`src/rtl/carry_skip_adder.sv`:
```
// Carry-skip adder: per-group prefix tree of VALENCY-input cells plus group skip muxes, result registered.
// Latency one cycle, one add per cycle, no handshake; rst_n clears S/Cout asynchronously.
module carry_skip_adder #(
   parameter int WIDTH   = 16,
   parameter int VALENCY = 2,
   parameter int GROUP   = 4
) (
   input  logic             clk,
   input  logic             rst_n,
   input  logic [WIDTH:1]   A,
   input  logic [WIDTH:1]   B,
   input  logic             Cin,
   output logic [WIDTH:1]   S,
   output logic             Cout
);

   function automatic int clog_v(input int n, input int v);
      int l = 0;
      int s = 1;
      while (s < n) begin
         s = s * v;
         l++;
      end
      return l;
   endfunction

   localparam int NGRP   = WIDTH / GROUP;
   localparam int LEVELS = clog_v(GROUP, VALENCY);

   // Level l of the tree combines each node with up to VALENCY-1 lower nodes spaced VALENCY**l apart,
   // so after LEVELS levels every position holds the prefix (G,P) from its group LSB.
   function automatic logic [WIDTH:0] csa_add(
      input logic [WIDTH-1:0] a,
      input logic [WIDTH-1:0] b,
      input logic             cin
   );
      logic [WIDTH-1:0] g;
      logic [WIDTH-1:0] p;
      logic [WIDTH-1:0] s;
      logic [GROUP-1:0] gg [0:LEVELS];
      logic [GROUP-1:0] pp [0:LEVELS];
      logic [NGRP:0]    c;
      logic             gacc;
      logic             pacc;
      logic             cbit;
      int               span;
      g    = a & b;
      p    = a ^ b;
      s    = '0;
      c    = '0;
      c[0] = cin;
      for (int k = 0; k < NGRP; k++) begin
         for (int i = 0; i < GROUP; i++) begin
            gg[0][i] = g[k*GROUP + i];
            pp[0][i] = p[k*GROUP + i];
         end
         span = 1;
         for (int l = 0; l < LEVELS; l++) begin
            for (int i = 0; i < GROUP; i++) begin
               gacc = gg[l][i];
               pacc = pp[l][i];
               for (int t = 1; t < VALENCY; t++) begin
                  if (i >= t*span) begin
                     gacc = gacc | (pacc & gg[l][i - t*span]);
                     pacc = pacc & pp[l][i - t*span];
                  end
               end
               gg[l+1][i] = gacc;
               pp[l+1][i] = pacc;
            end
            span = span * VALENCY;
         end
         for (int i = 0; i < GROUP; i++) begin
            if (i == 0)
               cbit = c[k];
            else
               cbit = gg[LEVELS][i-1] | (pp[LEVELS][i-1] & c[k]);
            s[k*GROUP + i] = p[k*GROUP + i] ^ cbit;
         end
         // Skip mux: a fully propagating group passes its carry-in straight through.
         c[k+1] = pp[LEVELS][GROUP-1] ? c[k] : gg[LEVELS][GROUP-1];
      end
      return {c[NGRP], s};
   endfunction

   logic [WIDTH:0] nxt_sum;

   always_comb begin
      nxt_sum = csa_add(A, B, Cin);
   end

   always_ff @(posedge clk or negedge rst_n) begin
      if (!rst_n) begin
         S    <= '0;
         Cout <= 1'b0;
      end else begin
         S    <= nxt_sum[WIDTH-1:0];
         Cout <= nxt_sum[WIDTH];
      end
   end

endmodule

```
`config.mk`:
```
export PLATFORM = sky130hd
export DESIGN_NAME = carry_skip_adder
export DESIGN_NICKNAME = d
export VERILOG_FILES = /design/src/rtl/carry_skip_adder.sv
export SDC_FILE = /design/constraint.sdc
export NUM_CORES = 1
export LEC_CHECK = 0
export CORE_MARGIN = 10
export CORE_UTILIZATION = 42
export DETAILED_ROUTE_END_ITERATION = 8
export HOLD_SLACK_MARGIN = 0.02
export PLACE_DENSITY = 0.8
export SYNTH_ARGS = -nofsm -noshare
export SYNTH_HDL_FRONTEND = slang
export SYNTH_SLANG_ARGS = --single-unit
```
`constraint.sdc`:
```
create_clock -name clk -period 0.8 [get_ports clk]
set_clock_uncertainty 0.1 [all_clocks]
set_input_delay 0.16 -clock clk [delete_from_list [all_inputs] [get_ports clk]]
set_output_delay 0.16 -clock clk [all_outputs]
set_load 0.1 [all_outputs]
```
==> flow_summary.ini, run 1 <==
[synth]
syn_inst = 111
synth-seq-area-share_pct = 35.05
synthTopCellsByArea = dfrtp_1, ha_1, fa_1
synth-edff-count = 0
async_reset_ff_share_pct = 100.0
ys.warnings.count = 0
yosys_most_used_dff = dfrtp_1
syn_avg_cell_area_um2 = 10.93
synth_fp_nets = 166
ys_ff_latch = 17
synth.largest_area_cell = dfrtp_1
ys_types = 40
syn-cell-area_um2 = 1214
yosysTopAreaCellShare_pct = 35.05

[place]
dp.cells = 225
routabilityCongestion = 0.7983
portBuffers = 51
dp_hpwl_um = 3573

[clock_tree]
clk_path_buf_depth = 2
numCtsBuffers = 3
cts_root_buffer = clkbuf_4
ctsHtreeMaxLevel = 1
hold_buffers = 0
cts.sinks = 17

[die]
num_rows = 19
start_util_pct = 44.01
dieHeight_um = 73.76
die-width_um = 73.76
io_pins = 52

[run_status]
status = did not finish
run.stop_error = [ERROR DPL-0033] detailed placement checks failed during check placement.
lastStage = global routing (5_1_grt)

[sta]
endpoint_type = register data pin
crit_endpoint = S[14]$_DFF_PN0_/D

[global_route]
grt_max_degree = 18
antenna_found_initial = 0
==> through the flow <==
stage | area [µm²] | TNS, ns | setup WS [ns] | hold slack [ns]
after floorplan | 1388 | -12.65 | -1.096 | -0.2356
after global placement | 2354 | -23.79 | -1.599 | 0.4129
after detailed placement | 2354 | -24.70 | -1.645 | 0.4132
after CTS | 2557 | -18.82 | -0.9397 | 0.08475
==> cell usage after synthesis, drive strengths merged (3+ instances only) <==
master  instances
xnor2           7
nand4           3
nand3           3
a21o            3
a21oi           5
fa              4
ha             16
nor2            5
nand2           3
o21ai           3
inv             6
dfrtp          17
xor2            4
==> cell families after synthesis <==
logic type / after synthesis / synth area share [%]
AO/OA/AOI/OAI: 30 / 18.97
XOR/XNOR: 11 / 7.938
adder cells (fa/ha/maj): 20 / 23.09
buffers and inverters: 7 / 2.165
flip-flops: 17 / 35.05
multiplexers: 2 / 1.650
AND/OR/NAND/NOR: 24 / 11.14
==> timing repair <==
item,in CTS
pin swaps,41
resized for setup,116
buffers inserted,10
setup endpoints to repair,34
cloned,0
==> run 2, diff against run 1 <==
==> config.mk (replaced) <==
export PLATFORM = sky130hd
export DESIGN_NAME = carry_skip_adder
export DESIGN_NICKNAME = d
export VERILOG_FILES = /design/src/rtl/carry_skip_adder.sv
export SDC_FILE = /design/constraint.sdc
export NUM_CORES = 1
export LEC_CHECK = 0
export CORE_AREA = 10 10 71 73
export DETAILED_ROUTE_END_ITERATION = 8
export DIE_AREA = 0 0 81 83
export PLACE_DENSITY_LB_ADDON = 0.15
export SYNTH_ARGS = -nofsm -noshare
export SYNTH_HDL_FRONTEND = slang
export SYNTH_SLANG_ARGS = --single-unit
==> flow_summary.ini, run 2 <==
[global_route]
grt_pass1_vias = 1532
grt_pass1_wl_um = 7307
antenna_found_initial = 0
grt_usage_pct = 13.12
grt_max_degree = 18
grt_overflow_total = 0

[synth]
yosysTopAreaCellShare_pct = 35.05
synth-edff-count = 0
ys_top_cells_by_count = dfrtp_1, ha_1, xnor2_1, inv_1
syn_inst = 111
synth_fa_ha_area_share_pct = 23.09
synth.largest_area_cell = dfrtp_1
synth_fp_nets = 166
synth-seq-area-share_pct = 35.05
yosys_most_used_dff = dfrtp_1
synth_top_family_by_area = adder cells
async_reset_ff_share_pct = 100.0
syn_avg_cell_area_um2 = 10.93
synth_most_common_cell = dfrtp_1
ys.warnings.count = 0
synth_xor_area_share_pct = 7.938
synth-compound-area-share_pct = 18.97
syn-cell-area_um2 = 1214
synthTopCellsByArea = dfrtp_1, ha_1, fa_1
synthSimpleGateAreaFrac_pct = 11.13
ys_types = 40
ys_ff_latch = 17
muxShareOfSynthArea_pct = 1.649

[clock_tree]
clk_path_buf_depth = 2
ctsHtreeMaxLevel = 1
clkTransAtPathRegs_ns = 0.07
hold_buffers = 0
cts.sinks = 17
cts_root_buffer = clkbuf_8
cts_tree = built
numCtsBuffers = 3

[final_layout]
finalNetCount = 274
antennaDiodeCount = 0
layout_common_cells = buf_4, buf_12, dfrtp_4
max_flop_register = S
top_regs = S (16), Cout (1)
design_area_um2 = 2743
largest_reg_flops = 16
drive_gt1_share_pct = 70.64
layout_commonest_cell = buf_4
area_growth_pct = 126.0

[power]
p_leak_nw = 1.183
power.density_nw_per_um2 = 2076
power.total_mw = 5.694
vdd_drop_max_mv = 1.368

[sta]
setup-violations-final = 34
slew_viol_final = 0
fin_crit_ns = 1.766
timing.hold.ws_ns = 0.1610
fin_crit_sh_pct = 220.7
hold_viol = 0
rsz0062_at_grt = yes
fmax_mhz = 566.4
tightest_slew_ns = 0.2765
layout_setup_ws_ns = -0.9656
slew_headroom_pct = 81.45

[critical_path]
path_class = in -> reg
crit_path_end_kind = register
arrival_ns = 1.80
required_ns = 0.84
cpPeakStageDelay_ns = 0.34
path_cells = buf_8 > ha_4 > o21a_1 > o22a_1 > a21boi_4 > o31a_1 > fa_2 > xor2_1
cp_slowest_cell = fa_2
start_kind = input port
critical_path.max_fanout = 4

[run_status]
violations = setup timing
status = finished with violations

[die]
core_um2 = 3633
num_rows = 22
dieHeight_um = 83
die_area_um2 = 6723
die-width_um = 81
io_pins = 52
start_util_pct = 33.40

[place]
routabilityCongestion = 0.8017
dp_hpwl_um = 3428
portBuffers = 51
dp_slack_ns = -1.666
postPlaceCellArea_um2 = 2397

[detailed_routing]
drtAntennaViolNets = 0
routed_wl_um = 4350
drt_iter0_drc = 15
wl_per_cell_um = 16.35
first_pass_iters = 4
routed_via_density = 4.974
vias = 1323
drc = 0

[flow_run]
maxCapViolations = 0

[min_path]
hp-class = in -> async
[run 2: worst paths after layout]
check | from | end | slack [ns] | cells past startpoint
max in group asynchronous | rst_n | S[15] | 0.30 | 2
min in group clk | B[3] | S[3] | 0.22 | 4
max | B[3] | S[14] | -0.97 | 8
min | rst_n | S[7] | 0.16 | 2
[run 2: per-stage QoR]
stage | instances | util, % | TNS, ns
final | 266 | 75.48 | -17.87
after global routing | 266 | 75.48 | -18.78
after CTS | 266 | 74.72 | -18.32
after detailed placement | 245 | 65.98 | -24.91
after global placement | 245 | 65.98 | -24.08
after floorplan | 111 | - | -12.65
[run 2: what timing repair did]
item	4_1_cts	5_1_grt
gates resized for setup	135	11
endpoints found under the setup margin	34	34
buffers inserted	17	1
pin swaps	43	20
[run 2: where the power goes]
part,total (mW),switching (mW),internal [mW]
Sequential,1.33,0.168,1.16
Clock,0.651,0.306,0.345
Combinational,3.71,2.12,1.60
[run 2: cells by family (layout without fill, tap and decap cells)]
group	Yosys count	in the layout
buffers and inverters	7	114
flip-flops	17	17
multiplexers	2	2
AND/OR/NAND/NOR	24	24
XOR/XNOR	11	11
AO/OA/AOI/OAI	30	30
adder cells (fa/ha/maj)	20	20
[run 2: final cells by class]
type | instances | area (µm²)
Clock inverter | 1 | 5.005
Inverter | 6 | 32.53
Clock buffer | 3 | 41.29
Fill cell | 233 | 890.9
Sequential cell | 17 | 489.2
Multi-Input combinational cell | 87 | 1074
Tap cell | 48 | 60.06
Timing Repair Buffer | 104 | 1041
[run 2: critical path, delay by kind of cell]
kind	cells	cell delay, ns
AO/OA/AOI/OAI	4	0.82
adder cells (fa/ha/maj)	2	0.58
XOR/XNOR	1	0.15
buffers and inverters	1	0.10
[run 2: routing by layer]
| metal | global-route usage, % | wire length, µm |
|---|---|---|
| met1 | 13.58 | 1640 |
| met5 | 0 | 0 |
| met4 | 3.912 | 51 |
| met2 | 24.86 | 2440 |
| met3 | 2.802 | 217 |
Power figures use the tool's default switching activity.
